### config.mk
export PLATFORM = sky130hd
export DESIGN_NAME = spi_shift_engine
export DESIGN_NICKNAME = d
export VERILOG_FILES = /design/src/rtl/spi_pkg.sv /design/src/rtl/spi_clock_gen.sv /design/src/rtl/spi_shift_engine.sv
export SDC_FILE = /design/constraint.sdc
export NUM_CORES = 1
export LEC_CHECK = 0
export CAP_MARGIN = 15
export CORE_AREA = 5 5 97 99
export CTS_BUF_LIST = sky130_fd_sc_hd__clkbuf_8
export DETAILED_ROUTE_END_ITERATION = 7
export DIE_AREA = 0 0 102 104
export PLACE_DENSITY = 0.81
export SLEW_MARGIN = 15
export SYNTH_ARGS = -nofsm -noshare
export SYNTH_HDL_FRONTEND = slang
export SYNTH_SLANG_ARGS = --single-unit
### constraint.sdc
create_clock -name clk -period 9.4 [get_ports clk]
set_input_delay 2.82 -clock clk [delete_from_list [all_inputs] [get_ports clk]]
set_output_delay 2.82 -clock clk [all_outputs]
set_load 0.005 [all_outputs]
### src/rtl/spi_pkg.sv
// Shared types and default widths for the SPI shift engine and its ring buffer.
package spi_pkg;

   localparam int unsigned SPI_DATAWIDTH = 8;
   localparam int unsigned SPI_DIVWIDTH  = 16;
   localparam int unsigned SPI_CSHOLD    = 2;

   typedef enum logic [2:0] {
      IDLE     = 3'd0,
      FETCH    = 3'd1,
      LATCH    = 3'd2,
      CS_SETUP = 3'd3,
      SHIFT    = 3'd4,
      STORE    = 3'd5,
      CS_HOLD  = 3'd6
   } spiState_t;

endpackage

### src/rtl/spi_clock_gen.sv
// SCLK generator: half-period counter plus per-word edge counter.
// Edge pulses are combinational and coincide with the clk edge on which sclk toggles.
module spi_clock_gen
   import spi_pkg::*;
#(
   parameter int unsigned DATAWIDTH = SPI_DATAWIDTH,
   parameter int unsigned DIVWIDTH  = SPI_DIVWIDTH
) (
   input  logic                clk,
   input  logic                reset,
   input  logic                run_i,
   input  logic [DIVWIDTH-1:0] divider_i,
   input  logic                cpol_i,
   output logic                sclk_o,
   output logic                leading_edge_c_o,
   output logic                trailing_edge_c_o,
   output logic                last_edge_c_o
);

   localparam int unsigned EDGES = 2 * DATAWIDTH;
   localparam int unsigned ECW   = $clog2(EDGES);

   logic [DIVWIDTH-1:0] half_q, half_d;
   logic [ECW-1:0]      edge_q, edge_d;
   logic                sclk_q, sclk_d;
   logic                edge_c;

   always_ff @(posedge clk or posedge reset) begin
      if (reset) begin
         half_q <= '0;
         edge_q <= '0;
         sclk_q <= 1'b0;
      end else begin
         half_q <= half_d;
         edge_q <= edge_d;
         sclk_q <= sclk_d;
      end
   end

   // Outside a word sclk rests at the idle level and both counters clear.
   always_comb begin
      half_d = '0;
      edge_d = '0;
      sclk_d = cpol_i;
      edge_c = run_i && (half_q == divider_i);
      if (run_i) begin
         if (edge_c) begin
            sclk_d = ~sclk_q;
            edge_d = edge_q + ECW'(1);
         end else begin
            sclk_d = sclk_q;
            half_d = half_q + DIVWIDTH'(1);
            edge_d = edge_q;
         end
      end
   end

   // Edge number is edge_q+1, so an even edge_q marks an odd (leading) edge.
   assign leading_edge_c_o  = edge_c && !edge_q[0];
   assign trailing_edge_c_o = edge_c &&  edge_q[0];
   assign last_edge_c_o     = edge_c && (edge_q == ECW'(EDGES - 1));
   assign sclk_o            = sclk_q;

endmodule

### src/rtl/spi_shift_engine.sv
// SPI master shift engine between the ring buffer core port and the SPI pins.
// Optional SPI_LSB_FIRST_EN adds the lsbFirst input for LSB-first framing.
module spi_shift_engine
   import spi_pkg::*;
#(
   parameter int unsigned DATAWIDTH = SPI_DATAWIDTH,
   parameter int unsigned DIVWIDTH  = SPI_DIVWIDTH,
   parameter int unsigned CSHOLD    = SPI_CSHOLD
) (
   input  logic                 clk,
   input  logic                 reset,
   input  logic                 enable,
   input  logic                 cpol,
   input  logic                 cpha,
   input  logic [DIVWIDTH-1:0]  clockDivider,
`ifdef SPI_LSB_FIRST_EN
   input  logic                 lsbFirst,
`endif
   input  logic [DATAWIDTH-1:0] txData,
   input  logic                 txDataReady,
   output logic                 txRead,
   output logic [DATAWIDTH-1:0] rxData,
   output logic                 rxWrite,
   output logic                 sclk,
   output logic                 mosi,
   input  logic                 miso,
   output logic                 csN,
   output logic                 busy,
   output logic                 done
);

   localparam int unsigned HOLD_W = $clog2(CSHOLD + 1);
   localparam int unsigned WAIT_W = (DIVWIDTH > HOLD_W) ? DIVWIDTH : HOLD_W;

   spiState_t             state_q, state_d;
   logic [WAIT_W-1:0]     cnt_q, cnt_d;
   logic [DATAWIDTH-1:0]  sh_q, sh_d;
   logic [DATAWIDTH-1:0]  rx_q, rx_d;
   logic [DATAWIDTH-1:0]  rx_data_q, rx_data_d;
   logic [DIVWIDTH-1:0]   div_q, div_d;
   logic                  cpol_q, cpol_d;
   logic                  cpha_q, cpha_d;
   logic                  cs_n_q, cs_n_d;
   logic                  mosi_q, mosi_d;
   logic                  tx_read_q, tx_read_d;
   logic                  rx_write_q, rx_write_d;
   logic                  done_q, done_d;
   logic                  busy_q, busy_d;

   logic                  start_c;
   logic                  lsb_first;
   logic                  gen_cpol;
   logic                  lead_c, trail_c, last_c;

   function automatic logic first_bit(input logic [DATAWIDTH-1:0] v, input logic lsb);
      return lsb ? v[0] : v[DATAWIDTH-1];
   endfunction

   function automatic logic [DATAWIDTH-1:0] shift_out(input logic [DATAWIDTH-1:0] v,
                                                      input logic lsb);
      return lsb ? {1'b0, v[DATAWIDTH-1:1]} : {v[DATAWIDTH-2:0], 1'b0};
   endfunction

   function automatic logic [DATAWIDTH-1:0] shift_in(input logic [DATAWIDTH-1:0] v,
                                                     input logic b, input logic lsb);
      return lsb ? {b, v[DATAWIDTH-1:1]} : {v[DATAWIDTH-2:0], b};
   endfunction

   assign start_c = (state_q == IDLE) && enable && txDataReady;

`ifdef SPI_LSB_FIRST_EN
   logic lsb_first_q;

   always_ff @(posedge clk or posedge reset) begin
      if (reset) begin
         lsb_first_q <= 1'b0;
      end else if (start_c) begin
         lsb_first_q <= lsbFirst;
      end
   end

   assign lsb_first = lsb_first_q;
`else
   assign lsb_first = 1'b0;
`endif

   // In IDLE sclk follows the live cpol; during a frame it uses the latched copy.
   assign gen_cpol = (state_q == IDLE) ? cpol : cpol_q;

   spi_clock_gen #(
      .DATAWIDTH (DATAWIDTH),
      .DIVWIDTH  (DIVWIDTH)
   ) u_clock_gen (
      .clk               (clk),
      .reset             (reset),
      .run_i             (state_q == SHIFT),
      .divider_i         (div_q),
      .cpol_i            (gen_cpol),
      .sclk_o            (sclk),
      .leading_edge_c_o  (lead_c),
      .trailing_edge_c_o (trail_c),
      .last_edge_c_o     (last_c)
   );

   always_ff @(posedge clk or posedge reset) begin
      if (reset) begin
         state_q    <= IDLE;
         cnt_q      <= '0;
         sh_q       <= '0;
         rx_q       <= '0;
         rx_data_q  <= '0;
         div_q      <= '0;
         cpol_q     <= 1'b0;
         cpha_q     <= 1'b0;
         cs_n_q     <= 1'b1;
         mosi_q     <= 1'b0;
         tx_read_q  <= 1'b0;
         rx_write_q <= 1'b0;
         done_q     <= 1'b0;
         busy_q     <= 1'b0;
      end else begin
         state_q    <= state_d;
         cnt_q      <= cnt_d;
         sh_q       <= sh_d;
         rx_q       <= rx_d;
         rx_data_q  <= rx_data_d;
         div_q      <= div_d;
         cpol_q     <= cpol_d;
         cpha_q     <= cpha_d;
         cs_n_q     <= cs_n_d;
         mosi_q     <= mosi_d;
         tx_read_q  <= tx_read_d;
         rx_write_q <= rx_write_d;
         done_q     <= done_d;
         busy_q     <= busy_d;
      end
   end

   always_comb begin
      state_d   = state_q;
      cnt_d     = cnt_q;
      sh_d      = sh_q;
      rx_d      = rx_q;
      rx_data_d = rx_data_q;
      div_d     = div_q;
      cpol_d    = cpol_q;
      cpha_d    = cpha_q;
      cs_n_d    = cs_n_q;
      mosi_d    = mosi_q;

      unique case (state_q)
         IDLE: begin
            if (start_c) begin
               state_d = FETCH;
               cpol_d  = cpol;
               cpha_d  = cpha;
               div_d   = clockDivider;
            end
         end
         FETCH: state_d = LATCH;
         LATCH: begin
            sh_d  = txData;
            cnt_d = '0;
            if (!cpha_q) begin
               mosi_d = first_bit(txData, lsb_first);
            end
            // A low csN here means we are mid-burst and skip the setup delay.
            if (cs_n_q) begin
               state_d = CS_SETUP;
               cs_n_d  = 1'b0;
            end else begin
               state_d = SHIFT;
            end
         end
         CS_SETUP: begin
            if (cnt_q == WAIT_W'(div_q)) begin
               cnt_d   = '0;
               state_d = SHIFT;
            end else begin
               cnt_d = cnt_q + WAIT_W'(1);
            end
         end
         SHIFT: begin
            if (lead_c) begin
               if (!cpha_q) begin
                  rx_d = shift_in(rx_q, miso, lsb_first);
               end else begin
                  mosi_d = first_bit(sh_q, lsb_first);
                  sh_d   = shift_out(sh_q, lsb_first);
               end
            end
            if (trail_c) begin
               if (cpha_q) begin
                  rx_d = shift_in(rx_q, miso, lsb_first);
               end else if (!last_c) begin
                  sh_d   = shift_out(sh_q, lsb_first);
                  mosi_d = first_bit(shift_out(sh_q, lsb_first), lsb_first);
               end
            end
            if (last_c) begin
               state_d = STORE;
            end
         end
         STORE: begin
            if (enable && txDataReady) begin
               state_d = FETCH;
            end else begin
               state_d = CS_HOLD;
               cnt_d   = '0;
            end
         end
         CS_HOLD: begin
            // csN itself distinguishes the low half-period from the high guard time.
            if (!cs_n_q) begin
               if (cnt_q == WAIT_W'(div_q)) begin
                  cs_n_d = 1'b1;
                  cnt_d  = '0;
               end else begin
                  cnt_d = cnt_q + WAIT_W'(1);
               end
            end else if (cnt_q == WAIT_W'(CSHOLD - 1)) begin
               state_d = IDLE;
               cnt_d   = '0;
            end else begin
               cnt_d = cnt_q + WAIT_W'(1);
            end
         end
         default: state_d = IDLE;
      endcase

      // Registered strobes line up with the state they belong to.
      tx_read_d  = (state_d == LATCH);
      rx_write_d = (state_d == STORE);
      done_d     = (state_d == STORE);
      busy_d     = (state_d != IDLE);
      if (state_d == STORE) begin
         rx_data_d = rx_d;
      end
   end

   assign txRead  = tx_read_q;
   assign rxData  = rx_data_q;
   assign rxWrite = rx_write_q;
   assign mosi    = mosi_q;
   assign csN     = cs_n_q;
   assign busy    = busy_q;
   assign done    = done_q;

endmodule
==> impl_metrics.toml, run 1 <==
[global_route]
grt_max_degree = 88
grt_antenna_before_repair = 0
grt_pass1_vias = 3158
gr-usage-all-layers_pct = 18.21
grt_pass1_wl_mm = 15.37
grt.overflow.total = 0

[place]
io_buffers = 45
dp.cells = 546
hpwl_mm = 6.443
gp_congestion = 0.8233

[power_and_ir_drop]
leakage_uw = 0.002233
ir_drop_uv = 119.5
p_per_area_nw_per_um2 = 233.2

[sta]
rsz0062_at_grt = "false"
slew-limit-headroom_pct = 23.49
setup_viol = 0
tightestPinTransition_ns = 1.139
hold_viol = 0
clock-skew-final_ns = 0.008879
fin_crit_sh_pct = 47.82
fmax_mhz = 222.5
setup_tns_ns = 0
period_needed_ns = 4.495
slew_violations = 0

[critical_path]
critPathLaunchType = "primary input"
endpoint_kind = "flip-flop"
crit_type = "primary input to flip-flop"
arrival_ns = 4.74
cp_data_required_time_ns = 9.65
crit_fanout = 18
ff2ff_setup_slack_ns = 6.77

[route]
drtIter0Drc = 186
detail-route-antenna-nets = 0
dr_wl_met3_um = 444
drcViolationCount = 0
dr.max_layer_used = "met4"
avgRoutedWirePerCell_um = 16.29
dr.pass1.iters = 4
route.met2.wl_mm = 4.258
avgViaCountPerCell = 5.671
via_count = 3193
wirelength_met1_mm = 4.293
wl_mm = 9.169

[run]
maxCapViolCount = 0

[die]
dieArea_um2 = 10610
coreArea_um2 = 8466
rows = 34
die_h_um = 104
start_util_pct = 52.93
die_x_um = 102
io_pins = 46

[clock_tree]
clock_path_buffers = 2
cts_tree = "yes"
cts.sinks = 87
clkLatencyLatePin_ns = 0.37
root_buffer = "clkbuf_8"
htreeDepth = 3
postCtsSetupRepairBufs = 0
ctsHoldBuffers = 0
clk_pin_slew_ns = 0.08
numCtsBuffers = 9
postCtsResizedCells = 0

[cells_and_area]
area_delta_synth_final_pct = 15.14
drive_above_1_share_pct = 13.41
most-common-layout-cells = "dfrtp_1 (86), clkdlybuf4s50_1 (45), nor2_1 (44)"
fin_nets = 485
insertedDiodeCount = 0
final_common_cell = "dfrtp_1"
fin_util_pct = 60.94
stdcell_count = 563

[yosys]
yosysSeqAreaShare_pct = 48.62
ys_ff_latch = 87
yosys_warnings = 0
synthAdderAreaFrac_pct = 1.117
synth-compound-area-share_pct = 9.802
syn_nets = 445
syn_area_um2 = 4481
synthMuxAreaShare_pct = 9.718
yosys.area_share.simple_pct = 16.14
syn_avg_cell_area_um2 = 10.93
synth_xor_xnor_area_share_pct = 11.28
syn_inst = 410
synth_top_flop_cell = "dfrtp_1"
async_reset_ff_share_pct = 100.0
ys_types = 52
synth_top_family_by_area = "simple AND/OR/NAND/NOR gates"
synth_edf_count = 0

[worst_hold_path]
hold_class = "flip-flop to flip-flop"

[outcome]
status = "complete, no violations"
-- logic make-up (layout without fill, tap and decap cells) --
family / count (synthesis) / in the layout
flip-flops: 87 / 87
adder cells (fa/ha/maj): 4 / 4
buffers and inverters: 26 / 71
multiplexers: 40 / 40
XOR/XNOR: 56 / 56
AO/OA/AOI/OAI: 65 / 65
AND/OR/NAND/NOR: 132 / 132
-- Yosys cell counts, types with 7 or more instances --
library cell | number | area [um^2]
a21o_1 | 10 | 75.07
a21oi_1 | 21 | 105.1
a22o_1 | 15 | 131.4
dfrtp_1 | 86 | 2152
inv_1 | 7 | 26.28
mux2_2 | 28 | 315.3
mux2i_1 | 12 | 120.1
nand2_1 | 17 | 63.81
nand3_1 | 15 | 75.07
nand4_1 | 11 | 68.82
nor2_1 | 44 | 165.2
nor4_1 | 8 | 50.05
xnor2_1 | 25 | 219.0
xor2_1 | 29 | 254.0
-- layer usage --
layer  vias up  GRT usage [%]
met1      1564          26.14
met2        70          26.51
met4         0          6.560
li1       1542              -
met5         -              0
met3        17          4.695
-- metrics by stage --
stage | hold WS (ns) | instance area [um^2] | power (uW) | setup WS [ns]
floorplan | 0.4500 | 4481 | 865.0 | 4.331
global placement | 0.4585 | 4969 | 944.8 | 4.620
detailed placement | 0.4669 | 4969 | 969.3 | 4.526
CTS | 0.4863 | 5142 | 1204 | 4.919
global route | 0.5089 | 5159 | 1281 | 4.818
finish | 0.4824 | 5159 | 1203 | 4.905
-- registers in the layout, indices dropped and copies added (netlist names), 3 cells and up --
| signal | flops |
|---|---|
| rxData | 8 |
| rx_q | 8 |
| u_clock_gen.half_q | 16 |
| sh_q | 8 |
| state_q | 3 |
| cnt_q | 16 |
| u_clock_gen.edge_q | 4 |
| div_q | 16 |
-- worst paths after layout --
check / from / end / cells after the start
min reg2reg: sh_q[7]$_DFFE_PP0P_ / sh_q[7]$_DFFE_PP0P_ / 1
max reg2reg: div_q[10]$_DFFE_PP0P_ / busy$_DFF_PP0_ / 6
max: txDataReady / div_q[6]$_DFFE_PP0P_ / 4
min in group asynchronous: reset / u_clock_gen.half_q[4]$_DFF_PP0_ / 3
min: sh_q[7]$_DFFE_PP0P_ / sh_q[7]$_DFFE_PP0P_ / 1
max in group asynchronous: reset / cnt_q[8]$_DFFE_PP0P_ / 3
-- report_power, final --
part	leakage (uW)	internal [uW]	switching (uW)	total, uW
clock network	0.0000812	95.7	139	234
logic	0.00102	201	192	393
registers	0.00114	457	119	576
-- cell type report --
cell class              count  area [um^2]
fillers                   671         3307
flip-flops and latches     87         2178
multi-input cells         297         2167
repair buffers             48        476.7
well taps                 108        135.1
clock buffers               9        123.9
clock inverters             7        50.05
inverters                   7        27.53
-- worst max-delay path: stages --
cell and delay (ns):
clkdlybuf4s50_1 0.48, nand2_1 0.13, nor4_4 0.88, mux2_2 0.43
Note: power is estimated with default switching activity, not from simulation.
==> inputs of run 2 (changes only) <==
CORE_AREA = 5 5 98 100   (was 5 5 97 99)
DIE_AREA = 0 0 103 105   (was 0 0 102 104)
PLACE_DENSITY = 0.82   (was 0.81)
clock period = 3.8 ns   (was 9.4 ns; I/O delays follow)
==> run 2 against run 1 <==
Against the previous run:
- register-to-register slack got worse by 5.5 ns
- largest power group unchanged
- clock power rose to 3.3 times the previous value
- first-iteration DRC count fell by 33%
- cell count rose by 0.53%
- worst hold slack improved by 0.0058 ns
- global-route usage rose by 0.17 points
- critical path depth fell by 3
- clock skew rose by 0.0022 ns
- combinational power rose to 2.5 times the previous value
- critical endpoint is now csN
- final area rose by 2.0%
==> impl_metrics.toml, run 2 (synthesis results as in run 1) <==
[place]
io_buffers = 45
gp_congestion = 0.8239
hpwl_mm = 6.592
dp_slack_ns = 0.9178

[route]
wl_mm = 9.262
via_count = 3248
detail-route-antenna-nets = 0
avgViaCountPerCell = 5.739
dr.pass1.iters = 4
drcViolationCount = 0
avgRoutedWirePerCell_um = 16.36
drtIter0Drc = 124

[sta]
hold_viol = 0
holdWs_ns = 0.4882
layout_setup_ws_ns = 1.143
period_needed_ns = 2.657
slew_violations = 0
rsz0062_at_grt = "false"
slew-limit-headroom_pct = 50.61
fin_crit_sh_pct = 69.92
clock-skew-final_ns = 0.01105
tightestPinTransition_ns = 0.7409
setup_tns_ns = 0
setup_viol = 0
fmax_mhz = 376.4

[clock_tree]
postCtsSetupRepairBufs = 0
cts_tree = "yes"
htreeDepth = 3
postCtsResizedCells = 0
clk_pin_slew_ns = 0.08
cts.sinks = 87
clock_path_buffers = 2
root_buffer = "clkbuf_8"
clkLatencyLatePin_ns = 0.36
numCtsBuffers = 9
ctsHoldBuffers = 0

[cells_and_area]
fin_nets = 488
fin_util_pct = 61.23
reg_top3 = "cnt_q: 16 flops, div_q: 16 flops, u_clock_gen.half_q: 16 flops"
insertedDiodeCount = 0
fillCellCount = 704
area_delta_synth_final_pct = 17.43
final_common_cell = "dfrtp_1"
drive_above_1_share_pct = 13.97
most-common-layout-cells = "dfrtp_1 (86), clkdlybuf4s50_1 (45), nor2_1 (44)"

[critical_path]
critPathLaunchType = "flip-flop"
r2r-end = "sh_q[7]$_DFFE_PP0P_"
endpoint_kind = "output port"
cpMaxStageDelayCell = "dfstp_2"
critPathBufInv = 1
crit_type = "flip-flop to output port"
cp_slowest_stage_delay_ns = 0.63
ff2ff_setup_slack_ns = 1.31
crit_fanout = 8
arrival_ns = 1.52
path_delay_family = "flip-flops"
reg2reg_depth = 6
cp_data_required_time_ns = 2.66
path_cells = "clkdlybuf4s50_1"
r2r-start = "u_clock_gen.half_q[8]$_DFF_PP0_"

[global_route]
grt_pass1_vias = 3265
gr-usage-all-layers_pct = 18.38
grt.overflow.total = 0
grt_antenna_before_repair = 0
grt_pass1_wl_mm = 15.95
grt_max_degree = 53

[power_and_ir_drop]
intPower_uw = 2075
ir_drop_uv = 353.6
p_per_area_nw_per_um2 = 604.7
power.switching_uw = 1107
seq_power_share_pct = 44.8
clkPwrFrac_pct = 24.3
p_comb_share_pct = 30.9
p_sw_share_pct = 34.78
leakage_uw = 0.002282

[die]
die_h_um = 105
rows = 34
coreArea_um2 = 8593
die_x_um = 103
dieArea_um2 = 10820
start_util_pct = 52.14
io_pins = 46

[worst_hold_path]
hold_class = "flip-flop to flip-flop"
hold_depth = 1
hp-start = "sh_q[5]$_DFFE_PP0P_"
holdPathEnd = "sh_q[5]$_DFFE_PP0P_"

[run]
maxCapViolCount = 0

[outcome]
status = "complete, no violations"
-- run 2: cell types whose count changed in the layout (fill, tap and decap cells not counted) --
cell	before	now
buf_4	2	5
clkinv_4	2	1
clkinv_2	3	1
buf_12	0	1
bufinv_16	0	3
buf_6	1	0
-- run 2: worst max-delay path by stage --
stage,startpoint,depth (start not counted),to
after floorplan,reset,1,busy$_DFF_PP0_
after global placement,enable,7,busy$_DFF_PP0_
after detailed placement,enable,7,busy$_DFF_PP0_
after CTS,csN$_DFFE_PP1P_,1,csN
after global routing,u_clock_gen.half_q[8]$_DFF_PP0_,6,sh_q[3]$_DFFE_PP0P_
final,csN$_DFFE_PP1P_,1,csN
-- run 2: worst register-to-register path, delay by kind of cell, from the launching register on --
| kind | cells | cell delay, ns |
|---|---|---|
| AOI/OAI and AO/OA | 1 | 0.24 |
| xor gates and xnor gates | 1 | 0.18 |
| DFF | 1 | 0.46 |
| and+or+nand+nor | 4 | 1.51 |
-- run 2: per-layer routing --
layer  vias to the layer above  routed length, um  GRT usage (%)
met5                         -                  0              0
met4                         0                163          7.308
met3                        14                355          3.131
met2                        77               4481          27.96
met1                      1620               4262          26.02
li1                       1537                  -              -
-- run 2: cell type report --
cell class,instances,area [um^2],area share [%]
tap,108,135.1,2.568
sequential,87,2178,41.40
inverter,7,27.53,0.5232
clock buffer,9,123.9,2.354
clock inverter,7,121.4,2.307
multi-input combinational,297,2167,41.19
timing repair buffer,51,508.0,9.655
-- run 2: power groups by stage --
stage / sequential (uW) / clock (uW) / combinational [uW]
2_1_floorplan: 1300 / 0 / 838
3_3_place_gp: 1430 / 0 / 939
3_5_place_dp: 1440 / 0 / 976
4_1_cts: 1420 / 790 / 989
5_1_grt: 1460 / 826 / 1080
6_report: 1430 / 772 / 983
-- run 2: stage by stage --
step	total power [uW]	cell area, um^2	std cells
5_1_grt	3369	5261	566
2_1_floorplan	2140	4481	410
4_1_cts	3203	5256	566
6_report	3182	5261	566
3_3_place_gp	2365	5011	550
3_5_place_dp	2416	5011	550
==> inputs of run 3 (changes only) <==
CORE_AREA = 5 5 97 99   (was 5 5 98 100)
DIE_AREA = 0 0 102 104   (was 0 0 103 105)
PLACE_DENSITY = 0.81   (was 0.82)
clock period = 2.7 ns   (was 3.8 ns; I/O delays follow)
==> run 3 against run 2 <==
Against the previous run:
- routed wire length is 0.44% lower
- critical path type is now flip-flop to flip-flop
- largest power group unchanged
- sequential share of layout area is 0.52 points lower
- via count up 1.5%
==> impl_metrics.toml, run 3 (synthesis results as in run 1) <==
[critical_path]
endpoint_kind = "flip-flop"
critPathLaunchType = "flip-flop"
crit_type = "flip-flop to flip-flop"
cp_slowest_stage_delay_ns = 0.51
path_cells = "xnor2_1 > nand4_1 > nor4_4 > or2b_1 > or3b_1 > or3b_1"
cp_common_cell = "or3b_1"
arrival_ns = 2.56
cp_data_required_time_ns = 2.94
cpMaxStageDelayCell = "nor4_4"
reg2reg_depth = 6
crit_fanout = 7

[power_and_ir_drop]
p_comb_share_pct = 34.2
clkPwrFrac_pct = 22.9
power.switching_uw = 1557
p_per_area_nw_per_um2 = 841.3
seq_power_share_pct = 43.0
p_sw_share_pct = 34.73
ir_drop_uv = 504.1
leakage_uw = 0.002323
intPower_uw = 2925

[sta]
layout_setup_ws_ns = 0.3758
rsz0062_at_grt = "false"
slew-limit-headroom_pct = 59.17
clock-skew-final_ns = 0.009097
slew_violations = 0
fmax_mhz = 430.3
period_needed_ns = 2.324
hold_viol = 0
tightestPinTransition_ns = 0.6107
fin_crit_sh_pct = 86.08
holdWs_ns = 0.4816
setup_viol = 0
setup_tns_ns = 0

[clock_tree]
numCtsBuffers = 9
cts.sinks = 87
htreeDepth = 3
clock_path_buffers = 2
ctsHoldBuffers = 0
clk_pin_slew_ns = 0.09
postCtsResizedCells = 0
root_buffer = "clkbuf_8"
cts_tree = "yes"
clkLatencyLatePin_ns = 0.36
postCtsSetupRepairBufs = 0

[route]
wl_mm = 9.221
avgViaCountPerCell = 5.736
drtIter0Drc = 168
via_count = 3298
avgRoutedWirePerCell_um = 16.04
dr.pass1.iters = 4
detail-route-antenna-nets = 0
drcViolationCount = 0

[place]
io_buffers = 45
gp_congestion = 0.8106
hpwl_mm = 6.558
dp_slack_ns = 0.1836
dp.cells = 559

[die]
rows = 34
coreArea_um2 = 8466
dieArea_um2 = 10610
die_x_um = 102
die_h_um = 104
start_util_pct = 52.93
io_pins = 46

[outcome]
status = "complete, no violations"

[run]
maxCapViolCount = 0

[cells_and_area]
fin_util_pct = 62.93
stdcell_count = 575
area_delta_synth_final_pct = 18.91
insertedDiodeCount = 0
final_common_cell = "dfrtp_1"
most-common-layout-cells = "dfrtp_1 (86), clkdlybuf4s50_1 (45), nor2_1 (44)"
drive_above_1_share_pct = 15.63
fin_nets = 497
reg_top3 = "cnt_q: 16 flops, div_q: 16 flops, u_clock_gen.half_q: 16 flops"

[worst_hold_path]
hold_class = "flip-flop to flip-flop"
hold_depth = 1

[global_route]
grt.overflow.total = 0
gr-usage-all-layers_pct = 18.73
grt_antenna_before_repair = 0
grt_pass1_vias = 3319
grt_max_degree = 63
grt_pass1_wl_mm = 15.93
## run 3: path summary, 6_finish.rpt
check,startpoint,endpoint,slack [ns]
worst min-delay path,sh_q[5]$_DFFE_PP0P_,sh_q[5]$_DFFE_PP0P_,0.48
max in group asynchronous,reset,csN$_DFFE_PP1P_,1.51
worst min register to register,sh_q[5]$_DFFE_PP0P_,sh_q[5]$_DFFE_PP0P_,0.48
worst max-delay path,cnt_q[6]$_DFFE_PP0P_,busy$_DFF_PP0_,0.38
min in group asynchronous,reset,u_clock_gen.half_q[0]$_DFF_PP0_,0.88
worst max register to register,cnt_q[6]$_DFFE_PP0P_,busy$_DFF_PP0_,0.38
## run 3: worst max-delay path, delay by kind of cell (launching register included)
kind	cells	cell delay [ns]
simple gates	5	1.55
flops	1	0.47
xor+xnor	1	0.19
## run 3: stage by stage
step / area [um^2] / total power, uW
2_1_floorplan: 4484 / 3012
6_report: 5328 / 4482
5_1_grt: 5328 / 4775
3_5_place_dp: 5094 / 3471
4_1_cts: 5324 / 4511
3_3_place_gp: 5094 / 3403
## run 3: layer usage
metal  part of all wire [%]  vias to the layer above  global-route usage [%]
met5                      0                        -                       0
met4                    1.9                        0                   7.591
met3                    4.3                       14                   3.286
met2                     48                       80                   28.97
met1                     45                     1644                   25.93
li1                       -                     1560                       -
## run 3: cell type report
class | instances | area (um^2)
Timing Repair Buffer | 60 | 588.1
Tap cell | 108 | 135.1
Sequential cell | 87 | 2178
Fill cell | 638 | 3138
Inverter | 7 | 30.03
Clock inverter | 6 | 92.59
Clock buffer | 10 | 137.6
Multi-Input combinational cell | 297 | 2166
## run 3: power groups by stage
| stage | combinational [uW] | clock [uW] | sequential [uW] |
|---|---|---|---|
| after global placement | 1470 | 0 | 1930 |
| after floorplan | 1180 | 0 | 1830 |
| after CTS | 1540 | 1050 | 1920 |
| after detailed placement | 1520 | 0 | 1950 |
| final | 1530 | 1030 | 1930 |
| after global routing | 1690 | 1110 | 1970 |
